File: src/rtl/prim_secded_28_22_enc_buf.sv
// SECDED (28,22) write-path encoder feeding a 2-entry valid/ready output buffer,
// with one-shot XOR fault injection and a saturating delivered-word counter.
module prim_secded_28_22_enc_buf #(
  parameter int unsigned CntWidth = 16
) (
  input  logic                clk_i,
  input  logic                rst_ni,
  input  logic                in_valid_i,
  output logic                in_ready_o,
  input  logic [21:0]         in_data_i,
  output logic                out_valid_o,
  input  logic                out_ready_i,
  output logic [27:0]         out_data_o,
  input  logic                inj_req_i,
  input  logic [27:0]         inj_mask_i,
  output logic                inj_pending_o,
  output logic [CntWidth-1:0] word_cnt_o
);

  localparam int unsigned DataW  = 22;
  localparam int unsigned CheckW = 6;
  localparam int unsigned CodeW  = DataW + CheckW;
  localparam int unsigned OccW   = 2;

  logic [CodeW-1:0]    r_mem [2];
  logic                r_wptr;
  logic                r_rptr;
  logic [OccW-1:0]     r_count;
  logic                r_inj_pending;
  logic [CodeW-1:0]    r_inj_mask;
  logic [CntWidth-1:0] r_word_cnt;

  logic [CheckW-1:0]   w_check;
  logic [CodeW-1:0]    w_code;
  logic                w_push;
  logic                w_pop;

  // Check-bit generation: each bit is the parity of a fixed data subset
  always_comb begin
    w_check    = '0;
    w_check[0] = ^{in_data_i[21:20], in_data_i[9:0]};
    w_check[1] = ^{in_data_i[21:20], in_data_i[15:10], in_data_i[3:0]};
    w_check[2] = ^{in_data_i[20], in_data_i[18:16], in_data_i[12:10],
                   in_data_i[6:4], in_data_i[0]};
    w_check[3] = ^{in_data_i[21], in_data_i[19], in_data_i[17:16],
                   in_data_i[14:13], in_data_i[10], in_data_i[8:7],
                   in_data_i[4], in_data_i[1]};
    w_check[4] = ^{in_data_i[21:18], in_data_i[16:15], in_data_i[13],
                   in_data_i[11], in_data_i[9], in_data_i[7],
                   in_data_i[5], in_data_i[2]};
    w_check[5] = ^{in_data_i[21:17], in_data_i[15:14], in_data_i[12],
                   in_data_i[9:8], in_data_i[6], in_data_i[3]};
    w_code     = {w_check, in_data_i};
  end

  // Ready/valid decode only from registered occupancy, so no ready->ready path
  assign in_ready_o    = (r_count != OccW'(2));
  assign out_valid_o   = (r_count != OccW'(0));
  assign w_push        = in_valid_i && in_ready_o;
  assign w_pop         = out_valid_o && out_ready_i;
  assign out_data_o    = out_valid_o ? r_mem[r_rptr] : '0;
  assign inj_pending_o = r_inj_pending;
  assign word_cnt_o    = r_word_cnt;

  always_ff @(posedge clk_i) begin
    if (!rst_ni) begin
      r_mem[0] <= '0;
      r_mem[1] <= '0;
      r_wptr   <= 1'b0;
      r_rptr   <= 1'b0;
      r_count  <= '0;
    end else begin
      if (w_push) begin
        r_mem[r_wptr] <= w_code ^ (r_inj_pending ? r_inj_mask : '0);
        r_wptr        <= ~r_wptr;
      end
      if (w_pop) begin
        r_rptr <= ~r_rptr;
      end
      case ({w_push, w_pop})
        2'b10:   r_count <= r_count + OccW'(1);
        2'b01:   r_count <= r_count - OccW'(1);
        default: r_count <= r_count;
      endcase
    end
  end

  // A pending mask is consumed by the next push; a request while armed is dropped
  always_ff @(posedge clk_i) begin
    if (!rst_ni) begin
      r_inj_pending <= 1'b0;
      r_inj_mask    <= '0;
    end else if (r_inj_pending) begin
      if (w_push) begin
        r_inj_pending <= 1'b0;
        r_inj_mask    <= '0;
      end
    end else if (inj_req_i) begin
      r_inj_pending <= 1'b1;
      r_inj_mask    <= inj_mask_i;
    end
  end

  always_ff @(posedge clk_i) begin
    if (!rst_ni) begin
      r_word_cnt <= '0;
    end else if (w_pop && (r_word_cnt != {CntWidth{1'b1}})) begin
      r_word_cnt <= r_word_cnt + CntWidth'(1);
    end
  end

endmodule
File: config.mk
export PLATFORM = sky130hd
export DESIGN_NAME = prim_secded_28_22_enc_buf
export DESIGN_NICKNAME = d
export VERILOG_FILES = /design/src/rtl/prim_secded_28_22_enc_buf.sv
export SDC_FILE = /design/constraint.sdc
export NUM_CORES = 1
export LEC_CHECK = 0
export BUFFER_PORTS_ARGS = -buffer_cell sky130_fd_sc_hd__buf_2
export CAP_MARGIN = 10
export CORE_UTILIZATION = 40
export CTS_CLUSTER_SIZE = 20
export DETAILED_ROUTE_END_ITERATION = 8
export PLACE_DENSITY = 0.6
export SLEW_MARGIN = 20
export SYNTH_ARGS = -nofsm -noshare
export SYNTH_HDL_FRONTEND = slang
export SYNTH_SLANG_ARGS = --single-unit
File: constraint.sdc
create_clock -name clk_i -period 6.2 [get_ports clk_i]
set_input_delay 1.86 -clock clk_i [delete_from_list [all_inputs] [get_ports clk_i]]
set_output_delay 1.86 -clock clk_i [all_outputs]
set_load 0.01 [all_outputs]
* Yosys cells after proc, flatten, opt, wreduce, memory -nomap -nowiden
Memory sizes are Yosys's and may differ from the RTL's. A register that Yosys moved wholly into a read port is not among the register bits.
Cells that the tools add are included.
** Word-level totals
- Memories :: 1
- Bits of input ports :: 55
- Word-level logic and storage cells :: 50
- Bits in writable memories :: 56
- Bits in registers :: 49
** Memories
- r_mem :: depth 2, width 28, read ports 1, clocked after memory_dff 1, wr ports 2, RTL line 25 : logic [CodeW-1:0] r_mem [2];
** Cells by class
- Reductions and logical operators :: 14
- Bitwise operators :: 3
- $add $sub $neg :: 3
- Equality and inequality tests :: 5
- Muxes and demuxes :: 18
** Operator list (count)
- 28-bit two-way mux :: 6
- 12-bit XOR reduction :: 4
- 28-bit OR reduction :: 1
- 28-bit XOR :: 1
- 11-bit XOR reduction :: 2
- 16-bit by 1-bit adder with 16-bit output (second input constant) :: 1
- 16-bit inequality test (second input constant) :: 1
- 1-bit two-way mux :: 11
- 2-bit nonzero test :: 3
- 2-bit case mux with 2 select lines :: 1
- 1-bit logical AND :: 3
- 2-bit by 1-bit adder with 2-bit output (second input constant) :: 1
- 2-bit by 1-bit equality test with 1-bit output (second input constant) :: 1
- 2-bit equality test (second input constant) :: 1
- 2-bit by 1-bit inequality test with 1-bit output (second input constant) :: 1
- 2-bit inequality test (second input constant) :: 1
- 1-bit NOT :: 2
- 2-bit AND reduction :: 1
- 2-bit by 1-bit subtractor with 2-bit output (second input constant) :: 1

* Longest topological paths before layout
Gate-level depths: netlist (run 1).
- Depth in word-level cells :: 7
- Depth in mapped cells :: 7
- Mapped depth without buffers :: 6

* Worst setup path before layout (run 1)
No wires, ideal clock.
- Kind :: input port to flip-flop
- From :: in in_valid_i
- To :: mem r_mem[0][0] (netlist name), enable pin
- Arrival time :: 3961 ps
- Cell stages on the path :: 2
- Library setup time :: 452 ps
- Slack :: 1787 ps
- Buffers on the path :: 0
- Path through :: nand2_1 -> o21ai_0
** RTL lines
- start, declared :: RTL line 8 : input logic in_valid_i,
- end, declared :: RTL line 25

==> flow_summary.json, run 1 <==
{
  "status": "finished clean",
  "syn_to_final_growth_pct": 18.26,
  "slew_headroom_pct": 47.68,
  "htreeDepth": 3,
  "cap_violations": 0,
  "grt_overflow": 0,
  "final_cell_mix": "nor2_1 (115), buf_2 (101), edfxtp_1 (56)",
  "drive_above_1_share_pct": 22.92,
  "drt_pass1_iterations": 4,
  "layout_commonest_cell": "nor2_1",
  "rows": 41,
  "met1_length_um": 5277,
  "die_w_um": 116.2,
  "endpoint_kind": "output pin",
  "netlist_area_sq_um": 5220,
  "critPathRequiredTime_ns": 4.34,
  "skew_ns": 0.009947,
  "gp_congestion": 0.8182,
  "period_needed_ns": 3.483,
  "layout.area.seq_sq_um": 2683,
  "ys_ff_latch": 106,
  "n_fill_cell": 1191,
  "ff2ff_setup_slack_ns": 4.08,
  "cts-resized-gates": 0,
  "hp-start": "r_inj_mask[24]",
  "fin_crit_sh_pct": 56.18,
  "ios": 102,
  "port_buffers": 101,
  "dpl.hpwl_um": 8626,
  "hold_buffers": 0,
  "via_per_inst": 4.954,
  "antenna_found_initial": 2,
  "yosys.area.top_type": "edfxtp_1",
  "holdPathEnd": "r_inj_mask[24]",
  "power_density_nw_per_um2": 328.7,
  "vdd_drop_max_mv": 0.1829,
  "worstMarginPinSlew_ns": 0.7848,
  "grt_usage_pct": 18.38,
  "cts-root-buf": "clkbuf_16",
  "hold_viol_final": 0,
  "route.detailed.drc": 0,
  "netlist-cell-type-count": 49,
  "startpoint_type": "flip-flop",
  "post-place-cells": 745,
  "grt_start_max_net_pins": 46,
  "dieArea_sq_um": 13510,
  "ant_nets": 0,
  "maxUsedRoutingLayer": "met5",
  "reg2reg_to": "r_mem[1][2]",
  "synth_adder_area_share_pct": 0.4794,
  "synth_top_family_by_area": "simple AND/OR/NAND/NOR gates",
  "final_nets": 641,
  "synth-xor-area-share_pct": 13.97,
  "synth_simple_gate_area_share_pct": 16.47,
  "clk_latency_ns": 0.34,
  "max_freq_mhz": 287.1,
  "cts_tree": "built",
  "setup_viol": 0,
  "ys_seq_area_share_pct": 51.39,
  "synth.avg_cell_area_sq_um": 10.61,
  "slew_violations": 0,
  "clockBufferDepth": 2,
  "synth_top_area_share_pct": 32.21,
  "ys_warn_count": 0,
  "arrival_ns": 1.62,
  "numCtsBuffers": 9,
  "cts.sinks": 106,
  "synthTopCellsByArea": "edfxtp_1 (32%), dfxtp_1 (19%), nor2_1 (8.3%)",
  "coreArea_sq_um": 12670,
  "rsz0062_at_grt": "false",
  "r2r_cells": 4,
  "wl_met3_um": 599,
  "cts.reportedPaths.clkPinSlew_ns": 0.07,
  "crit_type": "reg2out",
  "postCtsSetupBuffers": 0,
  "hp-class": "reg2reg",
  "chipHeight_um": 116.2,
  "p_leak_uw": 0.002476,
  "min_path_cells": 2,
  "grt_pass1_wl_um": 18730,
  "multi_input_area_sq_um": 2420,
  "wl_per_cell_um": 15.28,
  "synth_fp_nets": 549,
  "regToRegStartpoint": "r_count[0]",
  "synth_edf_count": 56,
  "crit_path_max_fanout": 28,
  "grt_pass1_vias": 3609,
  "async_reset_ff_share_pct": 0,
  "layout.cells.non_filler": 761,
  "start_util_pct": 41.20,
  "synth_compound_area_share_pct": 8.413,
  "vias": 3770,
  "route.met2.wl_um": 5589,
  "synthFlopType": "edfxtp_1",
  "synthCells": 492,
  "drt_wl_total_um": 11630,
  "fin_tns_setup_ns": 0,
  "synthMuxAreaShare_pct": 6.711,
  "drtIter0Drc": 176,
  "num_antenna_cells": 0
}
[per-stage QoR]
| step | area, sq um | util [%] | power (uW) | worst slack, ns | hold WS [ns] |
|---|---|---|---|---|---|
| 2_1_floorplan | 5220 | - | 1320 | 1.787 | 0.4653 |
| 3_3_place_gp | 5879 | 46.40 | 1494 | 2.410 | 0.4830 |
| 3_5_place_dp | 5879 | 46.40 | 1507 | 2.356 | 0.4923 |
| 4_1_cts | 6166 | 48.66 | 2048 | 2.382 | 0.5098 |
| 5_1_grt | 6173 | 48.72 | 2148 | 2.601 | 0.5317 |
| 6_report | 6173 | 48.72 | 2029 | 2.717 | 0.5039 |
[state kept, by name, summed over array words and instances, names as in the netlist, named ones only]
signal / cells
inj_pending_o: 1
r_count: 2
r_inj_mask: 28
r_mem: 56
r_rptr: 1
r_wptr: 1
word_cnt_o: 16
[layer usage]
layer | global-route usage (%) | vias to the layer above
li1 | - | 1899
met1 | 23.19 | 1775
met2 | 30.85 | 79
met3 | 4.100 | 15
met4 | 6.838 | 2
met5 | 0 | -
[critical path, stage by stage, from the launching register on]
cell,delay [ns]
dfxtp_1,0.31
buf_4,0.41
mux2i_1,0.33
nor2_1,0.06
buf_2,0.16
[cell usage after synthesis (all sizes together) (9+ instances only)]
cell type  count
xnor2         20
buf           11
xor2          31
mux2i         35
a22oi         28
dfxtp         50
a21oi         10
nor2         116
clkbuf        15
edfxtp        56
nand2         41
xnor3          9
[worst max path at each step]
stage | end | start | slack, ns
floorplan | r_mem[0][0] | in_valid_i | 1.79
global placement | r_mem[1][19] | rst_ni | 2.41
detailed placement | r_mem[1][25] | rst_ni | 2.36
CTS | out_data_o[17] | r_count[0] | 2.38
global route | out_data_o[7] | flip-flop | 2.60
finish | out_data_o[7] | flip-flop | 2.72
[cell type report]
| type | count | share of cell area (%) |
|---|---|---|
| Clock inverter | 6 | 0.9323 |
| Multi-Input combinational cell | 355 | 39.20 |
| Inverter | 5 | 0.3040 |
| Clock buffer | 10 | 3.709 |
| Tap cell | 172 | 3.486 |
| Timing Repair Buffer | 107 | 8.918 |
| Sequential cell | 106 | 43.45 |
[where the power goes]
part           leakage (uW)  total (uW)  internal [uW]  switching (uW)
clock              0.000130         545            309             236
combinational       0.00134         603            254             349
sequential          0.00100         882            841            41.1
[cell families after synthesis]
kind of cell | after synthesis
XOR/XNOR | 63
multiplexers | 35
flip-flops | 106
adder cells (fa/ha/maj) | 2
buffers and inverters | 31
AND/OR/NAND/NOR | 194
AO/OA/AOI/OAI | 61
(Power assumes the default switching activity.)
==> inputs of run 2 (changes only) <==
clock period = 3.3 ns   (was 6.2 ns; I/O delays follow)
==> run 2 against run 1 <==
  * Clock skew decreased by 0.0034 ns
  * Worst setup slack got worse by 2.0 ns
  * Non-clock buffer count increased by 1
  * Total power up 89%
  * Clock power is 91% higher
  * Sequential cell count unchanged
  * Die area unchanged
  * Final area grew 0.12%
  * Clock-buffer cell count is the same
  * Critical path depth unchanged
==> flow_summary.json, run 2 (same netlist as run 1, synthesis figures left out) <==
{
  "hold_buffers": 0,
  "clk_latency_ns": 0.34,
  "dpl.hpwl_um": 8554,
  "largest_reg_flops": 56,
  "n_fill_cell": 1189,
  "grt_overflow": 0,
  "hp-class": "reg2reg",
  "cts-root-buf": "clkbuf_16",
  "via_per_inst": 5.013,
  "route.detailed.drc": 0,
  "status": "finished clean",
  "fin_crit_sh_pct": 79.20,
  "setup_viol": 0,
  "cts.sinks": 106,
  "crit_path_max_fanout": 28,
  "period_needed_ns": 2.614,
  "ant_nets": 0,
  "numCtsBuffers": 9,
  "antenna_found_initial": 2,
  "place_area_sq_um": 5887,
  "htreeDepth": 3,
  "start_util_pct": 41.20,
  "startpoint_type": "flip-flop",
  "arrival_ns": 1.62,
  "gp_congestion": 0.8211,
  "drt_wl_total_um": 11960,
  "vias": 3825,
  "wl_per_cell_um": 15.67,
  "grt_start_max_net_pins": 46,
  "final_cell_mix": "nor2_1 (115), buf_2 (101), edfxtp_1 (56)",
  "chipHeight_um": 116.2,
  "grt_usage_pct": 18.49,
  "layout_commonest_cell": "nor2_1",
  "p_leak_uw": 0.002493,
  "dieArea_sq_um": 13510,
  "crit_type": "reg2out",
  "slew_headroom_pct": 47.44,
  "skew_ns": 0.006574,
  "postCtsSetupBuffers": 0,
  "final_nets": 642,
  "rsz0062_at_grt": "false",
  "cts.reportedPaths.clkPinSlew_ns": 0.07,
  "fin_tns_setup_ns": 0,
  "clockBufferDepth": 2,
  "ios": 102,
  "largest-register": "r_mem",
  "die_w_um": 116.2,
  "drt_pass1_iterations": 4,
  "port_buffers": 101,
  "hold_viol_final": 0,
  "final_util_pct": 48.78,
  "coreArea_sq_um": 12670,
  "cts_tree": "built",
  "drive_above_1_share_pct": 23.05,
  "syn_to_final_growth_pct": 18.41,
  "rows": 41,
  "cts-resized-gates": 0,
  "max_freq_mhz": 382.6,
  "grt_pass1_wl_um": 19020,
  "vdd_drop_max_mv": 0.2672,
  "grt_pass1_vias": 3696,
  "critPathRequiredTime_ns": 2.31,
  "power_density_nw_per_um2": 621.0,
  "slew_violations": 0,
  "cap_violations": 0,
  "drtIter0Drc": 218,
  "worstMarginPinSlew_ns": 0.7883,
  "stdcell_area_sq_um": 6181,
  "endpoint_kind": "output pin"
}
-- run 2: path summary, 6_finish.rpt --
kind	startpoint	to	slack (ns)	depth (start not counted)
max	flip-flop	out_data_o[25]	0.69	4
min	word_cnt_o[6]	word_cnt_o[6]	0.50	2
max reg2reg	r_count[0]	r_count[1]	1.44	5
min reg2reg	word_cnt_o[6]	word_cnt_o[6]	0.50	2
-- run 2: per-layer routing --
| metal | GRT usage (%) | wire [um] |
|---|---|---|
| met4 | 5.983 | 155 |
| met2 | 32.07 | 5881 |
| met1 | 23.08 | 5397 |
| met5 | 0 | 11 |
| met3 | 3.684 | 514 |
-- run 2: layout make-up --
type | count | area (sq um) | area share, %
flip-flops and latches | 106 | 2683 | 43.40
multi-input cells | 355 | 2417 | 39.11
repair buffers | 108 | 558.0 | 9.028
clock buffers | 10 | 229.0 | 3.704
well taps | 172 | 215.2 | 3.482
clock inverters | 6 | 57.56 | 0.9312
inverters | 5 | 18.77 | 0.3036
diodes | 1 | 2.502 | 0.04049
-- run 2: worst max-delay path, stage by stage, from the launching register on --
cell and delay, ns:
dfxtp_1 0.31, buf_4 0.43, mux2i_1 0.28, nor2_1 0.09, buf_2 0.16
-- run 2: through the flow --
| step | power [uW] | hold WS (ns) | worst slack [ns] | cells |
|---|---|---|---|---|
| 2_1_floorplan | 2480 | 0.4653 | 0.5146 | 492 |
| 3_3_place_gp | 2827 | 0.4777 | 0.5514 | 746 |
| 3_5_place_dp | 2853 | 0.4825 | 0.4207 | 746 |
| 4_1_cts | 3879 | 0.5035 | 0.6707 | 762 |
| 5_1_grt | 4060 | 0.5217 | 0.6071 | 762 |
| 6_report | 3838 | 0.5031 | 0.6864 | 763 |
-- run 2: report_power, final --
part           internal [uW]  switching (uW)  leakage [uW]
Sequential              1580            74.6       0.00100
Clock                    583             454      0.000140
Combinational            485             663       0.00135
Total                   2650            1190       0.00249
==> inputs of run 3 (changes only) <==
ABC_AREA = 1   (was default)
PLACE_DENSITY = 0.61   (was 0.6)
clock period = 2.3 ns   (was 3.3 ns; I/O delays follow)
==> run 3 against run 2 <==
  * Final area grew 13%
  * Routed wire length grew 27%
  * Non-clock buffer count up 8
  * Combinational power increased by 9.6%
  * Largest power group unchanged
  * Sequential cell count unchanged
  * Register-to-register slack got worse by 1.0 ns
  * Clock power rose by 48%
  * Critical endpoint is now out_data_o[7]
  * Global-route usage increased by 2.2 points
  * Sequential share of layout area shrank 4.8 points
  * Hold slack worse by 0.051 ns
  * First-iteration DRC count grew 56%
  * Core utilization fell by 0.91 points
==> flow_summary.json, run 3 <==
{
  "endpoint_kind": "output pin",
  "yosys.area.top_type": "edfxtp_1",
  "reg2reg_to": "word_cnt_o[0]",
  "port_buffers": 101,
  "synth_most_common_cell": "nand2_1",
  "status": "finished clean",
  "place_area_sq_um": 6659,
  "hp-start": "r_rptr",
  "async_reset_ff_share_pct": 0,
  "synth_top_area_share_pct": 28.24,
  "netlist_area_sq_um": 5956,
  "synth_edf_count": 56,
  "holdPathEnd": "r_rptr",
  "r2r_cells": 9,
  "ys_warn_count": 0,
  "ys_seq_area_share_pct": 45.04,
  "numCtsBuffers": 9,
  "min_path_cells": 1,
  "crit_type": "reg2out",
  "grt_usage_pct": 20.68,
  "vdd_drop_max_mv": 0.4376,
  "hold_buffers": 0,
  "max_freq_mhz": 456.0,
  "synthCells": 829,
  "final_nets": 975,
  "ys_ff_latch": 106,
  "clk_latency_ns": 0.35,
  "num_antenna_cells": 0,
  "worstMarginPinSlew_ns": 0.4509,
  "synth.avg_cell_area_sq_um": 7.184,
  "postCtsSetupBuffers": 0,
  "drive_above_1_share_pct": 15.60,
  "rows": 44,
  "period_needed_ns": 2.193,
  "netlist-cell-type-count": 33,
  "htreeDepth": 3,
  "dpl.hpwl_um": 11290,
  "fin_crit_sh_pct": 95.35,
  "die_w_um": 124.0,
  "n_fill_cell": 1519,
  "setup_viol": 0,
  "ant_nets": 0,
  "power_density_nw_per_um2": 725.4,
  "coreArea_sq_um": 14530,
  "cts.sinks": 106,
  "hold_viol_final": 0,
  "drt_wl_total_um": 15240,
  "clockBufferDepth": 2,
  "via_per_inst": 4.860,
  "cts_tree": "built",
  "dieArea_sq_um": 15380,
  "grt_overflow": 0,
  "cap_violations": 0,
  "regToRegStartpoint": "word_cnt_o[0]",
  "startpoint_type": "flip-flop",
  "synth_fp_nets": 886,
  "slew_violations": 0,
  "wl_per_cell_um": 13.77,
  "skew_ns": 0.007415,
  "grt_start_max_net_pins": 31,
  "p_leak_uw": 0.003255,
  "rsz0062_at_grt": "false",
  "antenna_found_initial": 1,
  "ys_top_cells_by_count": "nand2_1 (304), nand3_1 (83), inv_1 (78), a21oi_1 (76), nor2_1 (72)",
  "fin_tns_setup_ns": 0,
  "syn_to_final_growth_pct": 16.83,
  "final_cell_mix": "nand2_1 (302), buf_2 (101), nand3_1 (83)",
  "crit_path_max_fanout": 11,
  "ios": 102,
  "cts-root-buf": "clkbuf_16",
  "synthTopCellsByArea": "edfxtp_1 (28%), nand2_1 (19%), dfxtp_1 (17%)",
  "arrival_ns": 1.50,
  "gp_congestion": 0.8889,
  "synthFlopType": "edfxtp_1",
  "cts.reportedPaths.clkPinSlew_ns": 0.07,
  "grt_pass1_wl_um": 23980,
  "cts-resized-gates": 1,
  "grt_pass1_vias": 4730,
  "layout_commonest_cell": "nand2_1",
  "largest-register": "r_mem",
  "chipHeight_um": 124.0,
  "critPathRequiredTime_ns": 1.61,
  "largest_reg_flops": 56,
  "stdcell_area_sq_um": 6958,
  "drtIter0Drc": 339,
  "ff2ff_setup_slack_ns": 0.42,
  "start_util_pct": 40.98,
  "hp-class": "reg2reg",
  "route.detailed.drc": 0,
  "drt_pass1_iterations": 4,
  "slew_headroom_pct": 69.90,
  "vias": 5380
}
run 3: cell types whose count changed in the layout (fill, tap and decap cells not counted), sizes merged, moves of 8 or more:
| cell | before | now |
|---|---|---|
| buf | 108 | 116 |
| nor2 | 116 | 74 |
| xnor3 | 9 | 0 |
| nand3 | 4 | 85 |
| inv | 5 | 82 |
| a22oi | 28 | 0 |
| mux2i | 35 | 0 |
| a21oi | 10 | 78 |
| xnor2 | 20 | 11 |
| nand2 | 41 | 305 |
run 3: critical path: stages (launching register included):
cell,delay (ns)
dfxtp_1,0.44
buf_4,0.25
nand2_1,0.07
a21oi_1,0.22
buf_2,0.18
run 3: worst max-delay path by stage:
stage                              from              to  slack, ns
after floorplan                  rst_ni     r_mem[1][0]       0.16
after global placement       in_valid_i      r_count[1]       0.35
after detailed placement  in_data_i[21]    r_mem[0][23]       0.36
after CTS                     flip-flop  out_data_o[23]       0.07
after global routing          flip-flop  out_data_o[23]       0.04
final                         flip-flop   out_data_o[7]       0.11
run 3: final cells by class:
type | instances | area (sq um) | area share, %
clock buffer | 11 | 232.7 | 3.345
multi-input combinational | 604 | 2799 | 40.23
inverter | 81 | 306.5 | 4.406
clock inverter | 5 | 60.06 | 0.8632
tap | 184 | 230.2 | 3.309
sequential | 106 | 2683 | 38.55
timing repair buffer | 116 | 646.9 | 9.297
run 3: metal layers:
metal,wire length (um),share of wire (%),track usage (%)
met2,6929,45,32.22
met4,294,1.9,7.068
met1,7184,47,29.01
met3,818,5.4,3.388
met5,13,0.085,0
run 3: kinds of logic after synthesis:
logic type / synth area share (%)
flops: 45.04
xor+xnor: 6.324
fa+ha+maj: 0.4201
simple gates: 32.75
compound gates: 7.374
buf+inv: 8.088
run 3: metrics by stage:
step / total power (uW) / cells / setup slack, ns / util, % / hold slack [ns]
final: 5047 / 1107 / 0.1070 / 47.87 / 0.4525
after global routing: 5354 / 1107 / 0.04112 / 47.87 / 0.4793
after CTS: 5100 / 1107 / 0.06795 / 47.85 / 0.4516
after detailed placement: 3558 / 1091 / 0.3580 / 45.82 / 0.4422
after global placement: 3545 / 1091 / 0.3482 / 45.82 / 0.4343
after floorplan: 3111 / 829 / 0.1628 / - / 0.4256
run 3: where the power goes:
group	total [uW]	internal [uW]	switching (uW)
clock network	1540	851	689
logic	1260	413	849
registers	2250	2170	80.9
